**src/rtl/trigger_conditioner_if.sv**
```systemverilog
// Downstream side of the trigger conditioner: the clean pulse and level, the
// holdoff indicator and the drop counter face the timestamp latch. busy and
// drop_clr come back from it.
interface trigger_conditioner_if #(
  parameter int DROP_CNT_WIDTH = 8
);
  logic                      trig_pulse;
  logic                      trig_level;
  logic                      holdoff_active;
  logic [DROP_CNT_WIDTH-1:0] drop_cnt;
  logic                      busy;
  logic                      drop_clr;

  modport master (
    output trig_pulse, trig_level, holdoff_active, drop_cnt,
    input  busy, drop_clr
  );

  modport slave (
    input  trig_pulse, trig_level, holdoff_active, drop_cnt,
    output busy, drop_clr
  );
endinterface

```
**src/rtl/trigger_conditioner.sv**
```systemverilog
// trigger_conditioner: synchronises a raw trigger pin, normalises polarity,
// digitally filters level changes and emits one registered pulse per
// qualified event, with a holdoff dead time and a qualified release.
// Optional feature macro: TRIGGER_CONDITIONER_DROP_CNT_EN compiles in a
// saturating counter of events that qualified while the latch was busy.
module trigger_conditioner #(
  parameter int SYNC_STAGES    = 2,
  parameter int FILT_WIDTH     = 4,
  parameter int HOLDOFF_WIDTH  = 8,
  parameter int DROP_CNT_WIDTH = 8
) (
  input  logic                     clk,
  input  logic                     rst_n,
  input  logic                     trig_in,
  input  logic                     polarity,
  input  logic [FILT_WIDTH-1:0]    filt_len,
  input  logic [HOLDOFF_WIDTH-1:0] holdoff,
  trigger_conditioner_if.master    bus
);

  typedef enum logic [1:0] {IDLE, QUALIFY, HOLDOFF, WAIT_RELEASE} state_t;

  state_t                   state_q, state_d;
  logic [SYNC_STAGES-1:0]   sync_q;
  logic                     pol_q;
  logic [FILT_WIDTH-1:0]    filt_q;
  logic [HOLDOFF_WIDTH-1:0] hold_q;
  logic [FILT_WIDTH-1:0]    cnt_q, cnt_d, cnt_inc;
  logic [HOLDOFF_WIDTH-1:0] hcnt_q, hcnt_d;
  logic                     level_q, level_d;
  logic                     pulse_q, hact_q;
  logic                     qual, drop;

  // In IDLE the live configuration is used directly; the registered copy
  // captured on the leaving edge then holds it for the rest of the event.
  logic                     in_idle;
  logic                     pol_e;
  logic [FILT_WIDTH-1:0]    filt_e, feff;
  logic [HOLDOFF_WIDTH-1:0] hold_e;
  logic                     s;

  assign in_idle = (state_q == IDLE);
  assign pol_e   = in_idle ? polarity : pol_q;
  assign filt_e  = in_idle ? filt_len : filt_q;
  assign hold_e  = in_idle ? holdoff  : hold_q;
  assign feff    = (filt_e == '0) ? FILT_WIDTH'(1) : filt_e;
  assign s       = ~(sync_q[SYNC_STAGES-1] ^ pol_e);
  assign cnt_inc = cnt_q + FILT_WIDTH'(1);

  // Metastability synchroniser for the asynchronous pin.
  always_ff @(posedge clk or negedge rst_n) begin
    if (!rst_n) sync_q <= '0;
    else        sync_q <= {sync_q[SYNC_STAGES-2:0], trig_in};
  end

  // Configuration snapshot, tracking the inputs only while IDLE.
  always_ff @(posedge clk or negedge rst_n) begin
    if (!rst_n) begin
      pol_q  <= 1'b0;
      filt_q <= '0;
      hold_q <= '0;
    end else if (in_idle) begin
      pol_q  <= polarity;
      filt_q <= filt_len;
      hold_q <= holdoff;
    end
  end

  // State, counters and registered outputs.
  always_ff @(posedge clk or negedge rst_n) begin
    if (!rst_n) begin
      state_q <= IDLE;
      cnt_q   <= '0;
      hcnt_q  <= '0;
      level_q <= 1'b0;
      pulse_q <= 1'b0;
      hact_q  <= 1'b0;
    end else begin
      state_q <= state_d;
      cnt_q   <= cnt_d;
      hcnt_q  <= hcnt_d;
      level_q <= level_d;
      pulse_q <= qual & ~bus.busy;
      hact_q  <= (state_d == HOLDOFF);
    end
  end

  // Next state: qualify / holdoff / release. cnt is the qualify count in
  // QUALIFY and the release count in WAIT_RELEASE.
  always_comb begin
    state_d = state_q;
    cnt_d   = cnt_q;
    hcnt_d  = hcnt_q;
    level_d = level_q;
    qual    = 1'b0;
    case (state_q)
      IDLE: begin
        if (s) begin
          if (feff == FILT_WIDTH'(1)) begin
            qual = 1'b1;
          end else begin
            state_d = QUALIFY;
            cnt_d   = FILT_WIDTH'(1);
          end
        end
      end
      QUALIFY: begin
        if (!s) begin
          state_d = IDLE;
          cnt_d   = '0;
        end else if (cnt_inc == feff) begin
          qual = 1'b1;
        end else begin
          cnt_d = cnt_inc;
        end
      end
      HOLDOFF: begin
        if (hcnt_q <= HOLDOFF_WIDTH'(1)) begin
          state_d = WAIT_RELEASE;
          cnt_d   = '0;
          hcnt_d  = '0;
        end else begin
          hcnt_d = hcnt_q - HOLDOFF_WIDTH'(1);
        end
      end
      WAIT_RELEASE: begin
        if (s) begin
          cnt_d = '0;
        end else if (cnt_inc == feff) begin
          state_d = IDLE;
          cnt_d   = '0;
          level_d = 1'b0;
        end else begin
          cnt_d = cnt_inc;
        end
      end
      default: begin
        state_d = IDLE;
        cnt_d   = '0;
      end
    endcase
    if (qual) begin
      level_d = 1'b1;
      cnt_d   = '0;
      if (hold_e != '0) begin
        state_d = HOLDOFF;
        hcnt_d  = hold_e;
      end else begin
        state_d = WAIT_RELEASE;
      end
    end
  end

  assign drop               = qual & bus.busy;
  assign bus.trig_pulse     = pulse_q;
  assign bus.trig_level     = level_q;
  assign bus.holdoff_active = hact_q;

`ifdef TRIGGER_CONDITIONER_DROP_CNT_EN
  logic [DROP_CNT_WIDTH-1:0] drop_cnt_q;

  // Saturating drop counter; a clear coinciding with a drop leaves 1.
  always_ff @(posedge clk or negedge rst_n) begin
    if (!rst_n)                     drop_cnt_q <= '0;
    else if (bus.drop_clr)          drop_cnt_q <= drop ? DROP_CNT_WIDTH'(1) : '0;
    else if (drop && ~&drop_cnt_q)  drop_cnt_q <= drop_cnt_q + DROP_CNT_WIDTH'(1);
  end

  assign bus.drop_cnt = drop_cnt_q;
`else
  logic unused_drop;
  assign unused_drop  = ^{bus.drop_clr, drop};
  assign bus.drop_cnt = '0;
`endif

endmodule

```
**src/flat_wrapper.sv**
```systemverilog
// flat-port wrapper written by rule: the top's interface ports become plain ports
module trigger_conditioner_flat 
#(
  parameter int SYNC_STAGES    = 2,
  parameter int FILT_WIDTH     = 4,
  parameter int HOLDOFF_WIDTH  = 8,
  parameter int DROP_CNT_WIDTH = 8
)
  (clk, rst_n, trig_in, polarity, filt_len, holdoff, bus_trig_pulse, bus_trig_level, bus_holdoff_active, bus_drop_cnt, bus_busy, bus_drop_clr);
  trigger_conditioner_if #(.DROP_CNT_WIDTH(DROP_CNT_WIDTH)) bus_i ();
  input  logic clk;
  input  logic rst_n;
  input  logic trig_in;
  input  logic polarity;
  input  logic [FILT_WIDTH-1:0] filt_len;
  input  logic [HOLDOFF_WIDTH-1:0] holdoff;
  output wire logic [$bits(bus_i.trig_pulse)-1:0] bus_trig_pulse;
  output wire logic [$bits(bus_i.trig_level)-1:0] bus_trig_level;
  output wire logic [$bits(bus_i.holdoff_active)-1:0] bus_holdoff_active;
  output wire logic [$bits(bus_i.drop_cnt)-1:0] bus_drop_cnt;
  input wire logic [$bits(bus_i.busy)-1:0] bus_busy;
  input wire logic [$bits(bus_i.drop_clr)-1:0] bus_drop_clr;
  assign bus_trig_pulse = bus_i.trig_pulse;
  assign bus_trig_level = bus_i.trig_level;
  assign bus_holdoff_active = bus_i.holdoff_active;
  assign bus_drop_cnt = bus_i.drop_cnt;
  assign bus_i.busy = bus_busy;
  assign bus_i.drop_clr = bus_drop_clr;
  trigger_conditioner #(.SYNC_STAGES(SYNC_STAGES), .FILT_WIDTH(FILT_WIDTH), .HOLDOFF_WIDTH(HOLDOFF_WIDTH), .DROP_CNT_WIDTH(DROP_CNT_WIDTH)) u_core (.clk(clk), .rst_n(rst_n), .trig_in(trig_in), .polarity(polarity), .filt_len(filt_len), .holdoff(holdoff), .bus(bus_i));
endmodule
```
**config.mk**
```make
export PLATFORM = sky130hd
export DESIGN_NAME = trigger_conditioner_flat
export DESIGN_NICKNAME = d
export VERILOG_FILES = /design/src/rtl/trigger_conditioner_if.sv /design/src/rtl/trigger_conditioner.sv /design/src/flat_wrapper.sv
export SDC_FILE = /design/constraint.sdc
export NUM_CORES = 1
export LEC_CHECK = 0
export ABC_AREA = 1
export BUFFER_PORTS_ARGS = -buffer_cell sky130_fd_sc_hd__buf_2
export CAP_MARGIN = 5
export CORE_UTILIZATION = 40
export DETAILED_ROUTE_END_ITERATION = 7
export GPL_TIMING_DRIVEN = 0
export PLACE_DENSITY = 0.72
export SYNTH_ARGS = -nofsm -noshare
export SYNTH_HDL_FRONTEND = slang
export SYNTH_SLANG_ARGS = --single-unit
```
**constraint.sdc**
```tcl
create_clock -name clk -period 3.7 [get_ports clk]
set_input_delay 0 -clock clk [delete_from_list [all_inputs] [get_ports clk]]
set_output_delay 0 -clock clk [all_outputs]
set_load 0.05 [all_outputs]
```
; ---- Yosys cells after proc, flatten, opt, wreduce, memory -nomap -nowiden
; Cells that the tools add are included.
[totals]
reg_bits = 32
latch_bits = 0
ramBits = 0
romBits = 0
inputBits = 18
output_inout_bits = 11
wordCells = 69
memories = 0
[op_classes]
addsub = 2
n_mul = 0
div = 0
order_cmp = 1
eq_ne = 10
n_shift = 0
muxes = 35
n_bitwise = 3
reduce_logical = 8
[ops]
columns = cell, count
row1 = 2-to-1 mux 4 bit, 10
row2 = 2-to-1 mux 8 bit, 5
row3 = case mux 4 bit (4 select lines), 1
row4 = 2-to-1 mux 2 bit, 7
row5 = 2-to-1 mux 1 bit, 10
row6 = less-or-equal comparator 8 x 1 -> 1 bit (second input constant), 1
row7 = case mux 2 bit (4 select lines), 1
row8 = nonzero test 8 bit, 1
row9 = subtractor 8 x 1 -> 8 bit (second input constant), 1
row10 = equality test 2 bit (second input constant), 3
row11 = != test 3 x 2 -> 1 bit (second input constant), 2
row12 = nonzero test 2 bit, 3
row13 = adder 4 x 1 -> 4 bit (second input constant), 1
row14 = equality test 4 x 1 -> 1 bit (second input constant), 1
row15 = equality test 4 bit, 1
row16 = logical NOT 4 bit, 1
row17 = != test 4 x 2 -> 1 bit (second input constant), 1
row18 = AND reduction 4 bit, 1
row19 = != test 3 x 1 -> 1 bit (second input constant), 1
row20 = AND reduction 3 bit, 1
row21 = equality test 2 x 1 -> 1 bit (second input constant), 1
row22 = logical NOT 2 bit, 1
row23 = case mux 1 bit (2 select lines), 1
row24 = bitwise AND 1 bit, 1
row25 = 2 further kinds, 2

; ---- Logic depth before layout (Yosys ltp)
; Gate-level depths: netlist of the first run.
[depth]
word_depth = 10
mapped_depth = 16
ltp_nobuf = 16

; ---- Worst setup path after synthesis of the first run
; OpenSTA, ideal clock, no wires.
[synth_path]
kind = flip-flop to flip-flop
from = register u_core.state_q[1]
to = register u_core.hact_q, in the netlist u_core.bus.holdoff_active
setup_ns = 0.120
t_arrival_ns = 1.569
required_ns = 3.580
setup_slack_ns = 2.010
stages_incl_launch_ff = 13
path_buffers = 1
synth_period_minus_slack_ns = 1.690
path_cell_list = dfrtp_1 inv_2 nand2_2 buf_2 or2_1 o21ai_0 nand2_1 nor3_2 nand2_1 nand2_4 clkinv_2 nor2_4 nor2_2
[synth_between]
elab_chain_len = 10
word_cells_on_any_way = 28
cone_classes = eq/ne (6) / mux (18) / bitwise (1) / reduce/logical (3)
[synth_lines]
columns = element, line_no
row1 = from (decl), trigger_conditioner.sv:23  ; state_t state_q, state_d;
row2 = from (signal assigned), trigger_conditioner.sv:79  ; state_q <= state_d;
row3 = logical NOT 2 bit, "trigger_conditioner.sv:42, trigger_conditioner.sv:96"
row4 = 2-to-1 mux 4 bit, trigger_conditioner.sv:44  ; assign filt_e = in_idle ? filt_len : filt_q;
row5 = logical NOT 4 bit, trigger_conditioner.sv:46  ; assign feff = (filt_e == '0) ? FILT_WIDTH'(1) : filt_e;
row6 = 2-to-1 mux 4 bit, trigger_conditioner.sv:46
row7 = equality test 4 bit / equality test 4 x 1 -> 1 bit (equally long branches), "trigger_conditioner.sv:111, trigger_conditioner.sv:129, trigger_conditioner.sv:99"
row8 = 2-to-1 mux 2 bit (tied with other cells), trigger_conditioner.sv:129  ; end else if (cnt_inc == feff) begin
row9 = 2-to-1 mux 2 bit (tied with other cells), trigger_conditioner.sv:127  ; if (s) begin
row10 = case mux 2 bit (4 select lines) / case mux 1 bit (2 select lines) (equally long branches), trigger_conditioner.sv:96  ; case (state_q)
row11 = 2-to-1 mux 2 bit (*), trigger_conditioner.sv:142  ; if (qual) begin
row12 = named net u_core.state_d[0], trigger_conditioner.sv:23
row13 = equality test 2 bit (*), trigger_conditioner.sv:84  ; hact_q <= (state_d == HOLDOFF);
row14 = to (signal assigned), trigger_conditioner.sv:84
row15 = to (decl), trigger_conditioner.sv:31  ; logic pulse_q, hact_q;
; The timed path passes the listed nets; every way through them passes the cells marked *.
; A chain may end at the register's enable or synchronous reset.

; ---- Worst setup path in the final report of the first run
[layout_path]
from = register u_core.state_q[0]
to = register u_core.cnt_q[3]
[layout_between]
elab_chain_len = 10
word_cells_on_any_way = 26
cone_classes = eq/ne (9) / mux (13) / bitwise (1) / reduce/logical (3)
[layout_lines]
columns = element, line_no
row1 = logical NOT 2 bit, "trigger_conditioner.sv:42, trigger_conditioner.sv:96"
row2 = 2-to-1 mux 4 bit, trigger_conditioner.sv:44
row3 = logical NOT 4 bit, trigger_conditioner.sv:46
row4 = 2-to-1 mux 4 bit, trigger_conditioner.sv:46
row5 = equality test 4 bit / equality test 4 x 1 -> 1 bit (equally long branches), "trigger_conditioner.sv:111, trigger_conditioner.sv:129, trigger_conditioner.sv:99"
row6 = "2-to-1 mux 1 bit, on equally long branches", "trigger_conditioner.sv:111, trigger_conditioner.sv:99"
row7 = "2-to-1 mux 1 bit, on equally long branches", "trigger_conditioner.sv:108, trigger_conditioner.sv:98"
row8 = case mux 1 bit (2 select lines), trigger_conditioner.sv:96
row9 = != test 4 x 2 -> 1 bit (no source line) (tied with other cells), --
row10 = AND reduction 4 bit (no source line), --
row11 = to (signal assigned), trigger_conditioner.sv:80  ; cnt_q <= cnt_d;
row12 = to (decl), trigger_conditioner.sv:28  ; logic [FILT_WIDTH-1:0] cnt_q, cnt_d, cnt_inc;
; Several ways; a longest one is shown, not always the timed one.

==> results.yml, run 1 <==
routing:
  wl_per_cell_um: 10.6
  wirelength_um: 3430
  ant_nets: 0
  drtIter0Drc: 50
  firstDrtPassIters: 4
  route.detailed.drc: 0
  viasPerCell: 4.64
  num_vias: 1500
pwr:
  irDropWorstVdd_v: 0.000378
  p_leak_uw: 0.00116
  power.density_nw_per_um2: 793
sta:
  fin_worst_skew_ns: 0.00610
  hold_ws_ns: -0.00304
  setup_tns_ns: 0
  max_clock_freq_ghz: 0.514
  rsz0062_at_grt: "false"
  min_period_over_period: 0.526
  setup_viol: 0
  slew_headroom: 0.531
  report.final.slew_viol_count: 0
  layout_min_cycle_time_ns: 1.95
  hold_viol_final: 1
  tightest_slew_ns: 0.703
setup_path:
  required_ns: 3.88
  cp_data_arrival_time_ns: 2.12
  worstSetupPathType: "reg2reg"
  r2r_start: "u_core.state_q[0]"
  slowest_delay_ns: 0.45
  critPathMostFrequentCell: "nand2_2"
  crit_start: "u_core.state_q[0]"
  cp.depth: 12
  cp_top_family: "simple AND/OR/NAND/NOR gates"
  crit_fanout: 10
  worstReg2RegEnd: "u_core.cnt_q[3]"
  worst-r2r-setup-slack_ns: 1.75
  r2r_cells: 12
  cp.buffers_inverters: 1
  crit_chain: "nor2_4 > nand2_2 > nand2_2 > nand2_1 > nand2_1 > nand2_2 > nor2_4 > nand4_4 > nand2_4 > inv_2 > nand3_1 > o21ai_1"
  cp-endpoint: "u_core.cnt_q[3]"
  cp-end-kind: "flip-flop"
  crit_slowest_cell: "dfrtp_1"
  critPathLaunchType: "flip-flop"
floorplan:
  die_x_um: 70.2
  coreArea_sq_um: 4410
  start_util: 0.422
  rows: 24
  die_y_um: 70.2
  io_pins: 29
  die_area_sq_um: 4930
cells_and_area:
  utilization: 0.494
  area_delta_synth_final_pct: 17.1
  multiInputGateArea_sq_um: 885
  fill_cells: 469
  nets: 291
  antenna_cells: 0
  ff_latch_area_sq_um: 801
  mostFrequentLayoutCells: "69 x nand2_1, 32 x dfrtp_1, 30 x inv_1, 21 x buf_2, 15 x nor2_1"
  drive_above_1_share: 0.262
  layout_commonest_cell: "nand2_1"
synth:
  synth_cells: 233
  ys.flop_type: "dfrtp_1"
  syn_area_sq_um: 1860
  synth_edf_count: 0
  ys_seq_elements: 32
  ys_warn_count: 0
  async_flop_share: 1.00
  syn_avg_cell_area_sq_um: 7.99
  yosysSeqAreaShare: 0.430
  yosysUniqueCellTypes: 31
clock_network:
  clock_latency_ns: 0.29
  post_cts_buffers: 0
  cts_buffers: 5
  htree_levels: 2
  cts.sinks: 32
  root_buffer: "clkbuf_8"
  cts.reportedPaths.clkPinSlew_ns: 0.07
  cts_tree: "yes"
  clock_path_buffers: 2
grt:
  grt_max_degree: 33
  grt.total_usage: 0.159
  grt_overflow: 0
  grt_first_pass_wirelength_um: 6230
  grt_pass1_vias: 1496
  grt_antenna_before_repair: 0
outcome:
  status: "finished with violations"
  violations: "negative hold slack"
place:
  port_buffers: 19
  gp_congestion: 0.790
  post-dp-hpwl_um: 2630
hold_path:
  min_path_cells: 3
  hold_class: "in2reg"
flow_run:
  maxCapViolations: 0
[worst min path at each step]
stage | startpoint | endpoint | slack [ns]
4_1_cts | polarity | u_core.pol_q | 0.001
3_3_place_gp | rst_n | u_core.filt_q[2] | 0.09
2_1_floorplan | rst_n | u_core.bus.holdoff_active | -0.30
5_1_grt | polarity | u_core.pol_q | 0.008
3_5_place_dp | rst_n | u_core.filt_q[2] | 0.1
6_report | holdoff[6] | u_core.hold_q[6] | -0.003
[report_power, final]
| group | leakage [uW] | total (uW) | internal, uW | switching [uW] |
|---|---|---|---|---|
| Clock | 0.0000510 | 276 | 148 | 128 |
| Sequential | 0.000391 | 588 | 491 | 97.2 |
| Combinational | 0.000715 | 865 | 298 | 567 |
[logic make-up (layout without fill, tap and decap cells)]
group,count (synthesis),count (layout),synth area share
adders and majority gates,3,3,0.0202
DFF,32,32,0.430
other,1,8,0.00201
AOI/OAI and AO/OA,15,15,0.0497
and+or+nand+nor,130,130,0.346
xor gates and xnor gates,7,7,0.0430
buffers and inverters,45,76,0.109
[sequential cells by signal, indices dropped and copies added, names as in the netlist]
register	count
u_core.filt_q	4
u_core.state_q	2
u_core.pol_q	1
u_core.hold_q	8
u_core.bus.trig_pulse	1
u_core.bus.trig_level	1
u_core.cnt_q	4
u_core.hcnt_q	8
u_core.bus.holdoff_active	1
u_core.sync_q	2
[cell type report]
cell class	count	area share
multi-input cells	163	0.406
flip-flops and latches	32	0.367
repair buffers	23	0.0620
inverters	35	0.0608
clock buffers	6	0.0379
plain buffers	10	0.0321
well taps	52	0.0298
clock inverters	2	0.00459
[layer usage]
layer | share of wire | global-route usage
met1 | 0.46 | 0.193
met2 | 0.48 | 0.269
met3 | 0.038 | 0.0418
met4 | 0.016 | 0.0600
met5 | 0 | 0
[repair_timing]
action | in CTS | in global routing
hold buffers | 4 | 0
resized for setup | 0 | 0
hold endpoints to repair | 35 | 0
[through the flow]
step | setup slack (ns) | area (sq um) | cells | power [uW]
finish | 1.75 | 2180 | 323 | 1730
global route | 1.52 | 2180 | 323 | 1890
CTS | 1.74 | 2180 | 323 | 1750
detailed placement | 1.75 | 2050 | 311 | 1460
global placement | 1.78 | 2050 | 311 | 1430
floorplan | 2.01 | 1890 | 240 | 1280
[worst min-delay path, delay by kind of cell]
| family | cells | cell delay [ns] |
|---|---|---|
| buffers and inverters | 1 | 0.07 |
| and+or+nand+nor | 2 | 0.16 |
[synth_stat cells, types with 2 or more instances]
cell type / n / area, sq um
nand2_2: 14 / 87.6
o21ai_0: 4 / 20.0
xnor2_1: 3 / 26.3
nand2_4: 2 / 22.5
dfrtp_1: 32 / 801
buf_2: 2 / 10.0
or2_1: 4 / 25.0
nor3_2: 4 / 40.0
nor2_1: 15 / 56.3
o21ai_2: 2 / 17.5
nand4_1: 2 / 12.5
nand3_1: 13 / 65.1
ha_1: 3 / 37.5
buf_4: 8 / 60.1
nand2_1: 69 / 259
xor2_1: 3 / 26.3
inv_1: 30 / 113
nor2_4: 3 / 33.8
inv_2: 4 / 15.0
o21ai_1: 5 / 25.0
No activity file was read; power rests on OpenSTA's default activity.
==> run 2, diff against run 1 <==
clock period = 2 ns   (was 3.7 ns; I/O delays follow)
==> run 2 against run 1 <==
Compared with the run above: worst setup slack lost 1.6 ns; sequential power grew 85%; largest cell class unchanged; global-route usage is the same; die area is the same; worst hold slack lost 0.00053 ns; final area grew 1.7%; via count grew 0.40%; the run still ends with negative hold slack left; clock skew is essentially flat.
==> results.yml, run 2 (synthesized netlist as in run 1, its figures left out) <==
place:
  place_ws_ns: 0.0513
  place_area_sq_um: 2050
  post-dp-hpwl_um: 2630
  gp_congestion: 0.790
  port_buffers: 19
floorplan:
  io_pins: 29
  die_y_um: 70.2
  rows: 24
  coreArea_sq_um: 4410
  die_x_um: 70.2
  die_area_sq_um: 4930
  start_util: 0.422
clock_network:
  cts_tree: "yes"
  root_buffer: "clkbuf_8"
  cts_buffers: 5
  clock_path_buffers: 2
  cts.sinks: 32
  cts.reportedPaths.clkPinSlew_ns: 0.06
  htree_levels: 2
  clock_latency_ns: 0.29
routing:
  viasPerCell: 4.61
  num_vias: 1506
  route.detailed.drc: 0
  ant_nets: 0
  wl_per_cell_um: 10.6
  drtIter0Drc: 52
  wirelength_um: 3470
  firstDrtPassIters: 4
cells_and_area:
  mostFrequentLayoutCells: "69 x nand2_1, 30 x inv_1, 30 x dfrtp_1, 20 x buf_2"
  post-route-cell-area_sq_um: 2220
  antenna_cells: 0
  fill_cells: 465
  nets: 295
  layout_commonest_cell: "nand2_1"
  utilization: 0.503
  area_delta_synth_final_pct: 19.2
  reg.largest.list: "u_core.hcnt_q (8), u_core.hold_q (8)"
  drive_above_1_share: 0.284
setup_path:
  cp.buffers_inverters: 3
  cp-end-kind: "flip-flop"
  crit_slowest_cell: "dfrtp_2"
  crit_fanout: 10
  required_ns: 2.18
  critPathMostFrequentCell: "nand2_1"
  worstSetupPathType: "reg2reg"
  critPathLaunchType: "flip-flop"
  cp_top_family: "simple AND/OR/NAND/NOR gates"
  slowest_delay_ns: 0.45
  crit_chain: "inv_2 > nand2_2 > buf_4 > or2_1 > o21ai_2 > nand2_1 > nor3_2 > nand2_1 > nand2_4 > clkinv_2 > nor2_4 > nor2_2"
  cp_data_arrival_time_ns: 2.02
hold_path:
  hold_class: "in2reg"
grt:
  grt.total_usage: 0.159
  grt_max_degree: 33
  grt_overflow: 0
  grt_pass1_vias: 1496
  grt_first_pass_wirelength_um: 6230
  grt_antenna_before_repair: 0
sta:
  tightest_slew_ns: 0.700
  setup_viol: 0
  slew_headroom: 0.533
  hold_viol_final: 1
  hold_ws_ns: -0.00357
  rsz0062_at_grt: "true"
  report.final.slew_viol_count: 0
  fin_worst_skew_ns: 0.00570
  setup_tns_ns: 0
  min_period_over_period: 0.920
  fin_ws_ns: 0.160
  max_clock_freq_ghz: 0.543
  layout_min_cycle_time_ns: 1.84
pwr:
  p_leak_uw: 0.00118
  irDropWorstVdd_v: 0.000719
  power_uw: 3260
  power.density_nw_per_um2: 1470
outcome:
  violations: "negative hold slack"
  status: "finished with violations"
flow_run:
  maxCapViolations: 0
[run 2: changes by cell type in the layout (fill, tap and decap cells not counted), sizes merged]
cell	change
buf	+4
[run 2: path summary, 6_finish.rpt]
| path | to | depth (start not counted) | start | slack (ns) |
|---|---|---|---|---|
| setup / recovery | u_core.bus.holdoff_active | 12 | u_core.state_q[1] | 0.16 |
| hold / removal | u_core.hold_q[6] | 3 | holdoff[6] | -0.004 |
| setup reg to reg | u_core.bus.holdoff_active | 12 | u_core.state_q[1] | 0.16 |
| hold reg to reg | u_core.sync_q[1] | 0 | u_core.sync_q[0] | 0.35 |
| max in group asynchronous | u_core.state_q[1] | 2 | rst_n | 1.22 |
| min in group asynchronous | u_core.filt_q[2] | 2 | rst_n | 0.29 |
[run 2: what timing repair did]
action,in CTS,in global routing
setup buffers,0,4
gates resized for setup,0,5
endpoints found under the setup margin,0,17
hold buffers,4,0
hold endpoints to repair,35,0
[run 2: layer usage]
layer | track usage | share of wire | up-vias
met5 | 0 | 0 | -
met4 | 0.0600 | 0.017 | 0
met3 | 0.0418 | 0.037 | 8
met2 | 0.269 | 0.49 | 25
met1 | 0.193 | 0.46 | 692
li1 | - | - | 781
[run 2: area by class of cell]
| cell class | count | area [sq um] | area share |
|---|---|---|---|
| buffer | 10 | 72.6 | 0.0327 |
| clock buffer | 6 | 82.6 | 0.0372 |
| clock inverter | 2 | 10.0 | 0.00451 |
| inverter | 35 | 133 | 0.0598 |
| multi-input combinational | 163 | 887 | 0.400 |
| sequential | 32 | 803 | 0.362 |
| tap | 52 | 65.1 | 0.0293 |
| timing repair buffer | 27 | 165 | 0.0744 |
[run 2: power breakdown]
part,internal [uW],switching [uW]
Clock,274,235
Combinational,598,1060
Sequential,912,178
[run 2: through the flow]
stage               std cells  hold slack [ns]
finish                    327         -0.00357
global route              327          0.00849
CTS                       323          0.00100
detailed placement        311           0.0983
global placement          311           0.0905
floorplan                 240           -0.296
[run 2: worst reg2reg max path, cell delays in order (launching register included)]
cell and delay, ns:
dfrtp_2 0.45, inv_2 0.09, nand2_2 0.09, buf_4 0.18, or2_1 0.22, o21ai_2 0.09
nand2_1 0.08, nor3_2 0.10, nand2_1 0.10, nand2_4 0.13, clkinv_2 0.08, nor2_4 0.09
nor2_2 0.03
==> run 3, diff against run 2 <==
==> constraint.sdc (replaced) <==
create_clock -name clk -period 2 [get_ports clk]
set_input_delay 0.4 -clock clk [delete_from_list [all_inputs] [get_ports clk]]
set_output_delay 0.4 -clock clk [all_outputs]
set_load 0.05 [all_outputs]
==> run 3 against run 2 <==
Compared with the run above: the flow now finishes without violations; global-route usage fell by 0.061 points; non-clock buffer count fell by 4; via count fell by 0.73%; sequential share of layout area rose by 0.67 points; flip-flop and latch count did not move; final cell count fell by 1.2%; power fell by 0.19%; core utilization fell by 0.91 points; clock power barely moved; highest routed layer unchanged.
==> results.yml, run 3 (synthesized netlist as in run 1, its figures left out) <==
outcome:
  status: "completed"
routing:
  wirelength_um: 3450
  num_vias: 1495
  wl_met3_um: 127
  viasPerCell: 4.63
  wl_per_cell_um: 10.7
  route.met2.wl_um: 1680
  route.detailed.drc: 0
  m1WireLength_um: 1580
  ant_nets: 0
  firstDrtPassIters: 4
  maxUsedRoutingLayer: "met4"
  drtIter0Drc: 41
grt:
  grt_pass1_vias: 1486
  grt.total_usage: 0.159
  grt_first_pass_wirelength_um: 6200
  grt_max_degree: 33
  grt_antenna_before_repair: 0
  grt_overflow: 0
setup_path:
  crit_fanout: 10
  worstSetupPathType: "reg2reg"
  cp-end-kind: "flip-flop"
  worstReg2RegEnd: "u_core.bus.holdoff_active"
  r2r_cells: 12
  r2r_start: "u_core.state_q[1]"
  worst-r2r-setup-slack_ns: 0.16
  required_ns: 2.18
  critPathLaunchType: "flip-flop"
  cp_data_arrival_time_ns: 2.02
clock_network:
  htree_levels: 2
  clock_latency_ns: 0.29
  cts.reportedPaths.clkPinSlew_ns: 0.07
  root_buffer: "clkbuf_8"
  ctsHoldBuffers: 0
  cts_buffers: 5
  clock_path_buffers: 2
  cts.sinks: 32
  cts_tree: "yes"
cells_and_area:
  area_delta_synth_final_pct: 17.0
  nets: 291
  ff_latch_area_sq_um: 803
  utilization: 0.493
  drive_above_1_share: 0.288
  fin_cells: 323
  reg.largest.list: "u_core.hcnt_q (8), u_core.hold_q (8)"
  mostFrequentLayoutCells: "69 x nand2_1, 30 x inv_1, 30 x dfrtp_1, 20 x buf_2"
  antenna_cells: 0
  layout_commonest_cell: "nand2_1"
  fill_cells: 463
  multiInputGateArea_sq_um: 887
floorplan:
  start_util: 0.422
  die_area_sq_um: 4930
  rows: 24
  die_x_um: 70.2
  coreArea_sq_um: 4410
  die_y_um: 70.2
  io_pins: 29
sta:
  max_clock_freq_ghz: 0.543
  setup_viol: 0
  fin_worst_skew_ns: 0.00570
  slew_headroom: 0.535
  min_period_over_period: 0.920
  hold_ws_ns: 0.157
  tightest_slew_ns: 0.698
  layout_min_cycle_time_ns: 1.84
  report.final.slew_viol_count: 0
  rsz0062_at_grt: "true"
  hold_viol_final: 0
place:
  place_inst: 311
  gp_congestion: 0.790
  port_buffers: 19
  post-dp-hpwl_um: 2630
pwr:
  p_leak_uw: 0.00116
  power.density_nw_per_um2: 1490
  irDropWorstVdd_v: 0.000716
flow_run:
  maxCapViolations: 0
hold_path:
  hold_class: "in2async"
==> run 3: cell count changes in the layout (fill, tap and decap cells not counted), sizes merged <==
cell         before  now
dlygate4sd3       4    0
==> run 3: worst max-delay path by stage <==
stage | startpoint | endpoint | cells after the start
finish | u_core.state_q[1] | u_core.bus.holdoff_active | 12
global route | u_core.state_q[1] | u_core.cnt_q[2] | 12
CTS | u_core.state_q[0] | u_core.cnt_q[3] | 12
detailed placement | u_core.state_q[0] | u_core.cnt_q[3] | 12
global placement | u_core.state_q[0] | u_core.cnt_q[3] | 11
floorplan | u_core.state_q[1] | u_core.bus.holdoff_active | 12
==> run 3: where the power goes <==
part	internal, uW	total [uW]	switching (uW)
Clock	274	509	235
Sequential	912	1090	178
Combinational	593	1660	1060
==> run 3: per-stage QoR <==
step	worst slack, ns	cell area [sq um]	TNS, ns	total power [uW]
2_1_floorplan	0.310	1890	0	2370
3_3_place_gp	0.0752	2050	0	2650
3_5_place_dp	0.0513	2050	0	2710
4_1_cts	0.0380	2140	0	3230
5_1_grt	-0.0134	2180	-0.0244	3560
6_report	0.160	2180	0	3260
==> run 3: routing by layer <==
metal  up-vias  GRT usage
met4         0     0.0600
met2        25      0.267
li1        773          -
met3         8     0.0418
met5         -          0
met1       689      0.193
==> run 3: layout make-up <==
type,instances,share of cell area
buffer,10,0.0333
clock buffer,6,0.0379
clock inverter,2,0.00460
inverter,35,0.0609
multi-input combinational,163,0.407
sequential,32,0.369
tap,52,0.0299
timing repair buffer,23,0.0574
==> run 3: critical path: stages, from the launching register on <==
cell and delay (ns):
dfrtp_2 0.45, inv_2 0.09, nand2_2 0.09, buf_4 0.18, or2_1 0.22, o21ai_2 0.09, nand2_1 0.08, nor3_2 0.10
nand2_1 0.10, nand2_4 0.13, clkinv_2 0.08, nor2_4 0.09, nor2_2 0.03
==> run 3: timing repair <==
item                                    4_1_cts  5_1_grt
buffers inserted                              0        4
endpoints found under the setup margin        0       17
gates resized for setup                       0        5
